--- config.mk ---
export PLATFORM = sky130hd
export DESIGN_NAME = wb_io_mux_n
export DESIGN_NICKNAME = d
export VERILOG_FILES = /design/src/rtl/wb_io_mux_n.sv
export SDC_FILE = /design/constraint.sdc
export NUM_CORES = 1
export LEC_CHECK = 0
export BUFFER_PORTS_ARGS = -buffer_cell sky130_fd_sc_hd__buf_2
export CAP_MARGIN = 10
export CORE_AREA = 2 2 220 222
export CTS_CLUSTER_DIAMETER = 150
export CTS_CLUSTER_SIZE = 8
export DETAILED_ROUTE_END_ITERATION = 7
export DIE_AREA = 0 0 222 224
export PLACE_DENSITY_LB_ADDON = 0.12
export SLEW_MARGIN = 5
export SYNTH_ARGS = -nofsm -noshare
export SYNTH_HDL_FRONTEND = slang
export SYNTH_SLANG_ARGS = --single-unit
--- constraint.sdc ---
create_clock -name wb_clk -period 5.3 [get_ports wb_clk]
set_input_delay 0.53 -clock wb_clk [delete_from_list [all_inputs] [get_ports wb_clk]]
set_output_delay 0.53 -clock wb_clk [all_outputs]
set_load 0.03 [all_outputs]
--- src/rtl/wb_io_mux_n.sv ---
// Registered Wishbone B4 classic 1-to-N interconnect with address decode,
// unmapped-address error, per-transaction timeout, master abort and
// faulting-address capture.
//
// state  | meaning
// -------+---------------------------------------------------------------
// IDLE   | waiting for cyc & stb; decodes and latches the request
// ACTIVE | request forwarded to the selected slave, waiting for ack/err
// RESP   | one-cycle ack or err back to the master
module wb_io_mux_n #(
   parameter int N_SLAVES = 4,
   parameter int AW       = 32,
   parameter int DW       = 32,
   parameter logic [N_SLAVES*AW-1:0] SLAVE_BASE =
      {32'h1000_3000, 32'h1000_2000, 32'h1000_1000, 32'h1000_0000},
   parameter logic [N_SLAVES*AW-1:0] SLAVE_MASK = {4{32'hFFFF_F000}},
   parameter int TIMEOUT  = 255
) (
   input  logic                       wb_clk,
   input  logic                       wb_rst,
   input  logic [AW-1:0]              wb_m2s_adr,
   input  logic [DW-1:0]              wb_m2s_dat,
   input  logic [DW/8-1:0]            wb_m2s_sel,
   input  logic                       wb_m2s_we,
   input  logic                       wb_m2s_cyc,
   input  logic                       wb_m2s_stb,
   output logic [DW-1:0]              wb_s2m_dat,
   output logic                       wb_s2m_ack,
   output logic                       wb_s2m_err,
   output logic [N_SLAVES*AW-1:0]     wb_s_adr_o,
   output logic [N_SLAVES*DW-1:0]     wb_s_dat_o,
   output logic [N_SLAVES*DW/8-1:0]   wb_s_sel_o,
   output logic [N_SLAVES-1:0]        wb_s_we_o,
   output logic [N_SLAVES-1:0]        wb_s_cyc_o,
   output logic [N_SLAVES-1:0]        wb_s_stb_o,
   input  logic [N_SLAVES*DW-1:0]     wb_s_dat_i,
   input  logic [N_SLAVES-1:0]        wb_s_ack_i,
   input  logic [N_SLAVES-1:0]        wb_s_err_i,
   output logic [AW-1:0]              err_adr_o,
   output logic                       err_pulse_o
);

   localparam int SW = DW / 8;
   localparam int IW = (N_SLAVES > 1) ? $clog2(N_SLAVES) : 1;
   // A zero TIMEOUT still needs a legal one-bit counter.
   localparam int CW = (TIMEOUT > 0) ? $clog2(TIMEOUT + 1) : 1;
   localparam logic [CW-1:0] TO_LAST = CW'((TIMEOUT > 0) ? TIMEOUT - 1 : 0);

   typedef enum logic [1:0] {IDLE, ACTIVE, RESP} state_t;

   state_t            state_q, state_d;
   logic [AW-1:0]     adr_q;
   logic [DW-1:0]     wdat_q;
   logic [SW-1:0]     sel_q;
   logic              we_q;
   logic [IW-1:0]     idx_q;
   logic [CW-1:0]     cnt_q;
   logic [DW-1:0]     rdat_q;
   logic              ack_q, err_q;
   logic [AW-1:0]     err_adr_q;

   logic              hit;
   logic [IW-1:0]     hit_idx;
   logic              ld_req, set_ack, set_err, cnt_clr, cnt_inc;
   logic              sel_ack, sel_err;
   logic [DW-1:0]     sel_dat;
   logic [N_SLAVES-1:0] cyc_vec;

   // Address decode; scanning downwards lets the lowest matching index win.
   always_comb begin
      hit     = 1'b0;
      hit_idx = '0;
      for (int i = N_SLAVES - 1; i >= 0; i--) begin
         if ((wb_m2s_adr & SLAVE_MASK[i*AW +: AW]) ==
             (SLAVE_BASE[i*AW +: AW] & SLAVE_MASK[i*AW +: AW])) begin
            hit     = 1'b1;
            hit_idx = IW'(i);
         end
      end
   end

   assign sel_ack = wb_s_ack_i[idx_q];
   assign sel_err = wb_s_err_i[idx_q];
   assign sel_dat = wb_s_dat_i[int'(idx_q)*DW +: DW];

   // State register.
   always_ff @(posedge wb_clk) begin
      if (wb_rst) state_q <= IDLE;
      else        state_q <= state_d;
   end

   // Next state and datapath strobes; abort beats err, err beats ack, ack beats timeout.
   always_comb begin
      state_d = state_q;
      ld_req  = 1'b0;
      set_ack = 1'b0;
      set_err = 1'b0;
      cnt_clr = 1'b0;
      cnt_inc = 1'b0;
      case (state_q)
         IDLE: begin
            if (wb_m2s_cyc && wb_m2s_stb) begin
               ld_req = 1'b1;
               if (hit) begin
                  state_d = ACTIVE;
                  cnt_clr = 1'b1;
               end else begin
                  state_d = RESP;
                  set_err = 1'b1;
               end
            end
         end
         ACTIVE: begin
            if (!wb_m2s_cyc) begin
               state_d = IDLE;
            end else if (sel_err) begin
               state_d = RESP;
               set_err = 1'b1;
            end else if (sel_ack) begin
               state_d = RESP;
               set_ack = 1'b1;
            end else if (TIMEOUT != 0 && cnt_q == TO_LAST) begin
               state_d = RESP;
               set_err = 1'b1;
            end else begin
               cnt_inc = 1'b1;
            end
         end
         RESP:    state_d = IDLE;
         default: state_d = IDLE;
      endcase
   end

   // Request latch, watchdog counter, response and error-capture registers.
   always_ff @(posedge wb_clk) begin
      if (wb_rst) begin
         adr_q     <= '0;
         wdat_q    <= '0;
         sel_q     <= '0;
         we_q      <= 1'b0;
         idx_q     <= '0;
         cnt_q     <= '0;
         rdat_q    <= '0;
         ack_q     <= 1'b0;
         err_q     <= 1'b0;
         err_adr_q <= '0;
      end else begin
         if (ld_req) begin
            adr_q  <= wb_m2s_adr;
            wdat_q <= wb_m2s_dat;
            sel_q  <= wb_m2s_sel;
            we_q   <= wb_m2s_we;
            idx_q  <= hit_idx;
         end
         if (cnt_clr)
            cnt_q <= '0;
         else if (cnt_inc && cnt_q != {CW{1'b1}})
            cnt_q <= cnt_q + 1'b1;
         ack_q <= set_ack;
         err_q <= set_err;
         if (set_ack)
            rdat_q <= we_q ? '0 : sel_dat;
         else if (set_err)
            rdat_q <= '0;
         // An unmapped request errors in the same cycle it is latched.
         if (set_err)
            err_adr_q <= ld_req ? wb_m2s_adr : adr_q;
      end
   end

   // Only the selected slave sees cyc/stb, and only while ACTIVE.
   always_comb begin
      cyc_vec = '0;
      if (state_q == ACTIVE) cyc_vec[idx_q] = 1'b1;
   end

   assign wb_s_cyc_o  = cyc_vec;
   assign wb_s_stb_o  = cyc_vec;
   assign wb_s_we_o   = cyc_vec & {N_SLAVES{we_q}};
   assign wb_s_adr_o  = {N_SLAVES{adr_q}};
   assign wb_s_dat_o  = {N_SLAVES{wdat_q}};
   assign wb_s_sel_o  = {N_SLAVES{sel_q}};

   assign wb_s2m_dat  = rdat_q;
   assign wb_s2m_ack  = ack_q;
   assign wb_s2m_err  = err_q;
   assign err_adr_o   = err_adr_q;
   assign err_pulse_o = err_q;

endmodule

======== After elaboration in Yosys (flattened, before gate mapping) ========
Index checks and enable logic that the tools add are counted.
word-level totals
  logic and storage cells ................. 79
  flip-flop bits (word level) ............. 147
operators by class
  reductions and logical operators ........ 7
  $lt $le $gt $ge ......................... 2
  mux-type cells .......................... 47
  shift operators ......................... 1
  $add $sub $neg .......................... 1
  equality and inequality tests ........... 9
  bitwise gates (word level) .............. 1
operators with widths
  kind                                                 count
  2-to-1 mux 32 bit                                    4
  indexed part select 128 x 8 -> 32 bit                1
  == test 20 x 17 -> 1 bit, second input constant      4
  2-to-1 mux 1 bit                                     27
  2-to-1 mux 2 bit                                     10
  adder 8 x 1 -> 8 bit, second input constant          1
  == test 8 bit, second input constant                 1
  inequality test 8 bit, second input constant         1
  inequality test 5 bit, second input constant         1
  AND 4 bit                                            1
  binary-select mux 1 bit (select 2 bit)               2
  2-to-1 mux 4 bit                                     1
  one-hot mux 2 bit (2 select lines)                   1
  logical AND 1 bit                                    3
  < comparator 2 x 3 -> 1 bit, second input constant   1
  demux 1 bit (select 2 bit)                           1
  == test 2 x 1 -> 1 bit, second input constant        1
  >= comparator 2 x 1 -> 1 bit, second input constant  1
  zero test 2 bit                                      1
  inequality test 2 bit, second input constant         1
  one-hot mux 1 bit (2 select lines)                   1
  AND reduction 2 bit                                  1
  nonzero test 2 bit                                   1
  OR reduction 2 bit                                   1

======== Logic depth before layout (Yosys ltp) ========
Gate-level depths: netlist of the first run.
  depth in word-level cells ............... 10
  depth in mapped cells ................... 8

======== Worst setup path before layout of the first run ========
Ideal clock, no wire load.
  path kind ............................... reg2out
  from .................................... register idx_q[1]
  to ...................................... output wb_s_stb_o[0]
  path slack .............................. 2.920 ns
  buffers on the path ..................... 3
  cell stages (with the launch flop) ...... 5
  data arrival time ....................... 1.850 ns
  path through ............................ dfxtp_1 buf_1 clkbuf_1 nor3_1 buf_4
on the way
  word-level cells in the longest chain between the ends .. 5
  elaborated cells between the ends (all ways) .. 6
  classes of those cells .................. order compare (2); mux (3); reduce/logical (1)
RTL lines
  what                                                                                               line  source
  start: declaration                                                                                 56    logic [IW-1:0] idx_q;
  start signal: assignment                                                                           153   idx_q <= hit_idx;
  < comparator 2 x 3 -> 1 bit (not written as such) or >= comparator 2 x 1 -> 1 bit (tied branches)  174   if (state_q == ACTIVE) cyc_vec[idx_q] = 1'b1;
  logical AND 1 bit (not written as such)                                                            174
  2-to-1 mux 1 bit (not written as such)                                                             174
  demux 1 bit (select 2 bit) *                                                                       174
  2-to-1 mux 4 bit *                                                                                 174
  end: declaration                                                                                   35    output logic [N_SLAVES-1:0] wb_s_stb_o,
Mark *: on every way between the ends. The rest lies on a longest branch, timed or not.

======== Final worst setup path of the first run ========
  from .................................... register idx_q[0]
  to ...................................... register rdat_q[20] (netlist: wb_s2m_dat[20])
on the way
  word-level cells in the longest chain between the ends .. 7
  elaborated cells between the ends (all ways) .. 16
  classes of those cells .................. shift (1); mux (14); reduce/logical (1)
RTL lines
  what                                                                                           line  source
  parallel branches: the longest is 7 deep, another holds indexed part select 128 x 8 -> 32 bit  --
  end signal: assignment                                                                         162   rdat_q <= we_q ? '0 : sel_dat;
  end: declaration                                                                               58    logic [DW-1:0] rdat_q;
Parallel ways; which one is timed is not known. The select of a mux whose other input is x is not followed.
A chain may end at the register's enable or synchronous reset.

==> impl_metrics.yaml, run 1 <==
run:
  drv_cap: 0
power:
  power_density_mw_per_mm2: 288
  combPwrFrac: 0.176
  power_leakage_uw: 0.00513
  vdd_drop_max_mv: 0.170
  sw_frac_of_total: 0.308
  switchingPower_uw: 900
  power_frac_seq: 0.400
  internal_power_uw: 2030
  p_clk_frac: 0.424
global_route:
  track_usage: 0.114
  grt_overflow_total: 0
  grt_pass1_wl_mm: 41.3
  antenna_found_initial: 0
  grt_pass1_vias: 6321
  grt_max_degree: 57
timing:
  min_period_ps: 2860
  maxSlewHeadroom: 0.502
  setup_tns_ps: 0
  fmax_ghz: 0.350
  setup_viol: 0
  setup_slack_ps: 2440
  post-route-period-util: 0.539
  hold_violations: 0
  rsz0062_at_grt: "no"
  slew_viol_final: 0
  fin_skew_ps: 7.87
  tightestPinTransition_ps: 747
routing:
  vias: 6601
  wl_per_cell_um: 16.1
  dr.pass1.iters: 4
  avgViaCountPerCell: 3.70
  wirelength_mm: 28.8
  drt_iter0_markers: 282
  ant_nets: 0
  drcViolationCount: 0
clock_tree:
  clockRootBuffer: "clkbuf_16"
  clockBufferDepth: 2
  clk_latency_ps: 480
  numCtsBuffers: 17
  clock_sinks: 147
  cts_setup_buffers: 0
  h-tree-depth: 4
  cts_tree: "done"
  ctsResizeCount: 0
  path_clk_slew_ps: 60
  hold_buffers: 0
synth:
  syn_inst: 825
  ys.warnings.count: 0
  async_reset_ff_frac: 0
  ys_seq_area_frac: 0.381
  avgSynthCellArea_um2: 9.36
  dominantRegCellSynth: "dfxtp_1"
  syn-num-nets: 1036
  ys_ff_latch: 147
  synth-edff-count: 0
  synthDistinctLibCells: 38
  syn_area_mm2: 0.00772
place:
  dp_hpwl_mm: 21.9
  dp_slack_ps: 2340
  routabilityCongestion: 0.734
  io_buffers: 559
cells_and_area:
  fillerInstances: 5260
  syn_to_final_growth_pct: 31.7
  layout-drive-gt1-share: 0.577
  final_core_util: 0.215
  nets: 1367
  n_antenna_cell: 0
critical_path:
  arrival_ps: 3220
  cp_common_cell: "buf_4"
  worst-setup-path-type: "flip-flop to flip-flop"
  endpoint_kind: "flip-flop"
  slowest_stage: "mux4_2"
  cp_cell_sequence: "buf_4 -> mux4_2 -> or3b_1 -> nand2b_1 -> a211oi_4 -> buf_4 -> a22o_1"
  cp_slowest_stage_delay_ps: 640
  path_buf_inv: 2
  worst_setup_path_start_kind: "flip-flop"
  cp_top_family: "buffers and inverters"
  cp_data_required_time_ps: 5670
  crit_fanout: 41
die:
  core_mm2: 0.0473
  initial_core_util: 0.163
  core.rowCount: 80
  num_io_pins: 560
  die_h_um: 224
  die_w_um: 222
  die-area_mm2: 0.0497
hold_path:
  min_path_type: "primary input to flip-flop"
outcome:
  status: "finished, final reports clean"
## registers in the layout (all words and copies together), names as in the netlist
register     flops
adr_q           32
wb_s2m_ack       1
wdat_q          32
sel_q            4
state_q          2
wb_s2m_dat      32
we_q             1
cnt_q            8
err_pulse_o      1
err_adr_o       32
idx_q            2
## synth_stat cells (2+ instances only)
cell / count / area [µm²]
a22o_1: 32 / 280
a21oi_1: 74 / 370
nor3_1: 5 / 25.0
and2_1: 2 / 12.5
a211oi_1: 2 / 15.0
buf_2: 8 / 40.0
a21o_1: 2 / 15.0
nor2b_1: 34 / 213
nand4_1: 2 / 12.5
buf_6: 4 / 45.0
mux2_2: 31 / 349
nand2b_1: 3 / 18.8
nand2_1: 147 / 552
nor4_1: 7 / 43.8
inv_1: 3 / 11.3
and3_1: 3 / 18.8
nor2_1: 16 / 60.1
ha_1: 2 / 25.0
dfxtp_1: 147 / 2940
nand3_1: 4 / 20.0
buf_1: 7 / 26.3
clkbuf_1: 27 / 101
buf_4: 210 / 1580
nor3b_1: 2 / 15.0
xnor2_1: 5 / 43.8
mux4_2: 34 / 766
## per-layer routing
layer / global-route usage / part of all wire / vias up
met2: 0.191 / 0.51 / 259
met5: 0 / 0 / -
li1: - / - / 3229
met1: 0.135 / 0.42 / 3087
met4: 0.0473 / 0.020 / 0
met3: 0.0357 / 0.057 / 26
## tightest hold or removal path, stage by stage
cell	delay (ps)
buf_2	100
nand2_1	50
a21oi_1	50
## layout by cell type (no fill, tap or decap), drive strengths merged, types with 16 or more instances in the layout
master	synthesis	routed
buf	229	568
nand2	147	147
dfxtp	147	147
a21oi	74	74
nor2b	34	34
mux4	34	34
a22o	32	32
mux2	32	32
clkbuf	27	21
nor2	16	16
## cell families after synthesis
logic type	Yosys count	synth area share
muxes	66	0.146
buffers and inverters	259	0.233
DFF	147	0.381
and+or+nand+nor	233	0.138
AOI/OAI and AO/OA	112	0.0918
xor gates and xnor gates	6	0.00680
adders and majority gates	2	0.00324
## path summary, 6_finish.rpt
| kind | cells after the start | endpoint | from | slack, ps |
|---|---|---|---|---|
| hold / removal | 3 | wdat_q[28] | wb_m2s_dat[28] | 290 |
| hold reg to reg | 1 | wb_s2m_dat[22] | wb_s2m_dat[22] | 470 |
| setup / recovery | 7 | wb_s2m_dat[20] | idx_q[0] | 2440 |
| setup reg to reg | 7 | wb_s2m_dat[20] | idx_q[0] | 2440 |
## power groups by stage
stage	Clock (µW)	Combinational, µW	Sequential, µW
after floorplan	0	346	1250
after global placement	0	525	1200
after detailed placement	0	523	1200
after CTS	1320	524	1170
after global routing	1350	548	1180
final	1240	514	1170
## final cells by class
cell class / count / area [µm²] / share of cell area
tap: 615 / 769 / 0.0756
clock inverter: 9 / 105 / 0.0103
timing repair buffer: 568 / 2870 / 0.282
inverter: 3 / 11.3 / 0.00111
sequential: 147 / 2950 / 0.290
clock buffer: 21 / 470 / 0.0462
multi-input combinational: 419 / 3000 / 0.295
## through the flow
stage | instance area, µm² | hold WS, ps | total power [µW] | std cells
floorplan | 7720 | 469 | 1600 | 825
global placement | 9600 | 455 | 1720 | 1752
detailed placement | 9600 | 458 | 1720 | 1752
CTS | 10200 | 227 | 3010 | 1782
global route | 10200 | 251 | 3070 | 1782
finish | 10200 | 289 | 2930 | 1782
No activity file was read; power rests on OpenSTA's default activity.
==> inputs of run 2 (changes only) <==
Settings changed: ABC_AREA set to 1, CORE_AREA 2 2 220 222 to 2 2 217 219, DIE_AREA 0 0 222 224 to 0 0 219 221.
Clock period 5.3 ns to 2.4 ns, I/O delays scaled along.
==> run 2 against run 1 <==
  * Final cell count grew 16%
  * Combinational power rose to 3.2 times the previous value
  * Flip-flop and latch count unchanged
  * Power rose by 140%
  * Global-route usage rose by 1.8 points
  * Via count up 21%
  * Highest routed layer is now met5
  * Synthesized cell count rose by 35%
  * Worst hold slack worse by 240 ps
  * Setup slack lost 2200 ps
  * Largest power group unchanged
  * Routed wire length increased by 13%
==> impl_metrics.yaml, run 2 <==
outcome:
  status: "finished, final reports clean"
synth:
  synthDistinctLibCells: 28
  syn_area_mm2: 0.00806
  avgSynthCellArea_um2: 7.26
  synth.most_common_cell: "nand2_1"
  yosysTopAreaCellShare: 0.365
  syn-num-nets: 1321
  synth_commonest_cells: "254 x nand2_1, 210 x buf_4, 194 x nor2_1, 147 x dfxtp_1, 66 x nand4_1"
  syn_inst: 1110
  synth-edff-count: 0
  synth_area_leaders: "dfxtp_1 36%, buf_4 20%, nand2_1 12%, nor2_1 9.0%, nand4_1 5.1%"
  async_reset_ff_frac: 0
  dominantRegCellSynth: "dfxtp_1"
  ys_ff_latch: 147
  ys_seq_area_frac: 0.365
  yosysTopAreaCell: "dfxtp_1"
  ys.warnings.count: 0
cells_and_area:
  final_core_util: 0.232
  layout-drive-gt1-share: 0.433
  mostFrequentLayoutCell: "buf_2"
  nets: 1658
  mostFrequentLayoutCells: "558 x buf_2, 254 x nand2_1, 193 x nor2_1"
  n_antenna_cell: 0
  syn_to_final_growth_pct: 32.3
timing:
  tightestPinTransition_ps: 674
  maxSlewHeadroom: 0.551
  setup_slack_ps: 245
  post-route-period-util: 0.898
  setup_tns_ps: 0
  slew_viol_final: 0
  setup_viol: 0
  rsz0062_at_grt: "no"
  fmax_ghz: 0.464
  fin_skew_ps: 11.4
  holdWs_ps: 48.8
  hold_violations: 0
  min_period_ps: 2150
clock_tree:
  clockBufferDepth: 2
  clockRootBuffer: "clkbuf_16"
  clock_sinks: 147
  cts_tree: "done"
  clk_latency_ps: 450
  path_clk_slew_ps: 70
  numCtsBuffers: 17
  h-tree-depth: 4
routing:
  ant_nets: 0
  drt_iter0_markers: 253
  wl_per_cell_um: 15.8
  vias: 7978
  wirelength_mm: 32.6
  drcViolationCount: 0
  avgViaCountPerCell: 3.86
  dr.pass1.iters: 4
die:
  die-area_mm2: 0.0484
  num_io_pins: 560
  die_h_um: 221
  core_mm2: 0.0461
  core.rowCount: 79
  die_w_um: 219
  initial_core_util: 0.175
global_route:
  grt_max_degree: 72
  grt_pass1_vias: 7917
  antenna_found_initial: 2
  grt_pass1_wl_mm: 48.1
  grt_overflow_total: 0
  track_usage: 0.132
place:
  io_buffers: 559
  routabilityCongestion: 0.763
  dp_hpwl_mm: 25.4
  dp_slack_ps: 289
power:
  vdd_drop_max_mv: 0.428
  p_total_uw: 7000
  power_density_mw_per_mm2: 657
  power_leakage_uw: 0.00567
run:
  drv_cap: 0
critical_path:
  arrival_ps: 1910
  reg2reg_depth: 9
  worst-setup-path-type: "flip-flop to output pin"
  cp_data_required_time_ps: 2160
  endpoint_kind: "output pin"
  worst_setup_path_start_kind: "flip-flop"
  crit_fanout: 33
hold_path:
  min_path_type: "primary input to flip-flop"
  whs_path_depth: 3
-- run 2: cell types whose count changed after synthesis, sizes merged, moves of 15 or more --
cell   delta
nand4    +64
mux2     -32
a22o     -32
o21ai    +40
mux4     -34
nor2b    -34
nand3    +17
a21oi    -31
mux2i    +30
inv      +15
nor2    +182
nand2   +113
-- run 2: worst paths after layout --
kind	slack [ps]	startpoint	end
max	250	idx_q[1]	wb_s_stb_o[0]
min	50	wb_m2s_adr[9]	adr_q[9]
max reg2reg	390	idx_q[1]	wb_s2m_dat[19]
min reg2reg	490	err_adr_o[8]	err_adr_o[8]
-- run 2: through the flow --
step	std cells	cell area [µm²]
global placement	2029	10000
global route	2067	10700
CTS	2067	10700
finish	2067	10700
detailed placement	2029	10000
floorplan	1110	8060
-- run 2: logic make-up (layout without fill, tap and decap cells) --
family | Yosys count | count (layout) | synth area share
compound gates | 85 | 85 | 0.0535
xor+xnor | 6 | 6 | 0.00652
fa+ha+maj | 2 | 2 | 0.00310
buf+inv | 289 | 639 | 0.241
flops | 147 | 147 | 0.365
mux | 30 | 30 | 0.0372
simple gates | 551 | 551 | 0.294
-- run 2: timing repair --
action,in CTS,in global routing
endpoints found under the setup margin,0,3
resized for setup,0,1
hold buffers,6,0
endpoints found under the hold margin,6,0
setup buffers,0,0
-- run 2: final cells by class --
| class | instances | area [µm²] |
|---|---|---|
| clock inverter | 12 | 121 |
| sequential | 147 | 2940 |
| timing repair buffer | 587 | 3120 |
| fill | 5284 | 35400 |
| inverter | 20 | 75.1 |
| multi-input combinational | 674 | 3180 |
| clock buffer | 20 | 467 |
| tap | 607 | 759 |
-- run 2: routing by layer --
metal  share of wire  vias to the layer above  GRT usage
li1                -                     4036          -
met1            0.40                     3559      0.145
met2            0.50                      354      0.239
met3           0.076                       25     0.0397
met4           0.016                        4     0.0475
met5         0.00077                        -          0
-- run 2: report_power, final --
part	switching, µW	internal (µW)	leakage, µW
Clock	1190	1530	0.000288
Sequential	119	2550	0.00120
Combinational	1120	501	0.00419
-- run 2: critical path, cell delays in order (launching register included) --
cell,delay [ps]
dfxtp_1,460
nor2_8,180
buf_6,270
inv_1,90
nor2_1,190
buf_2,240
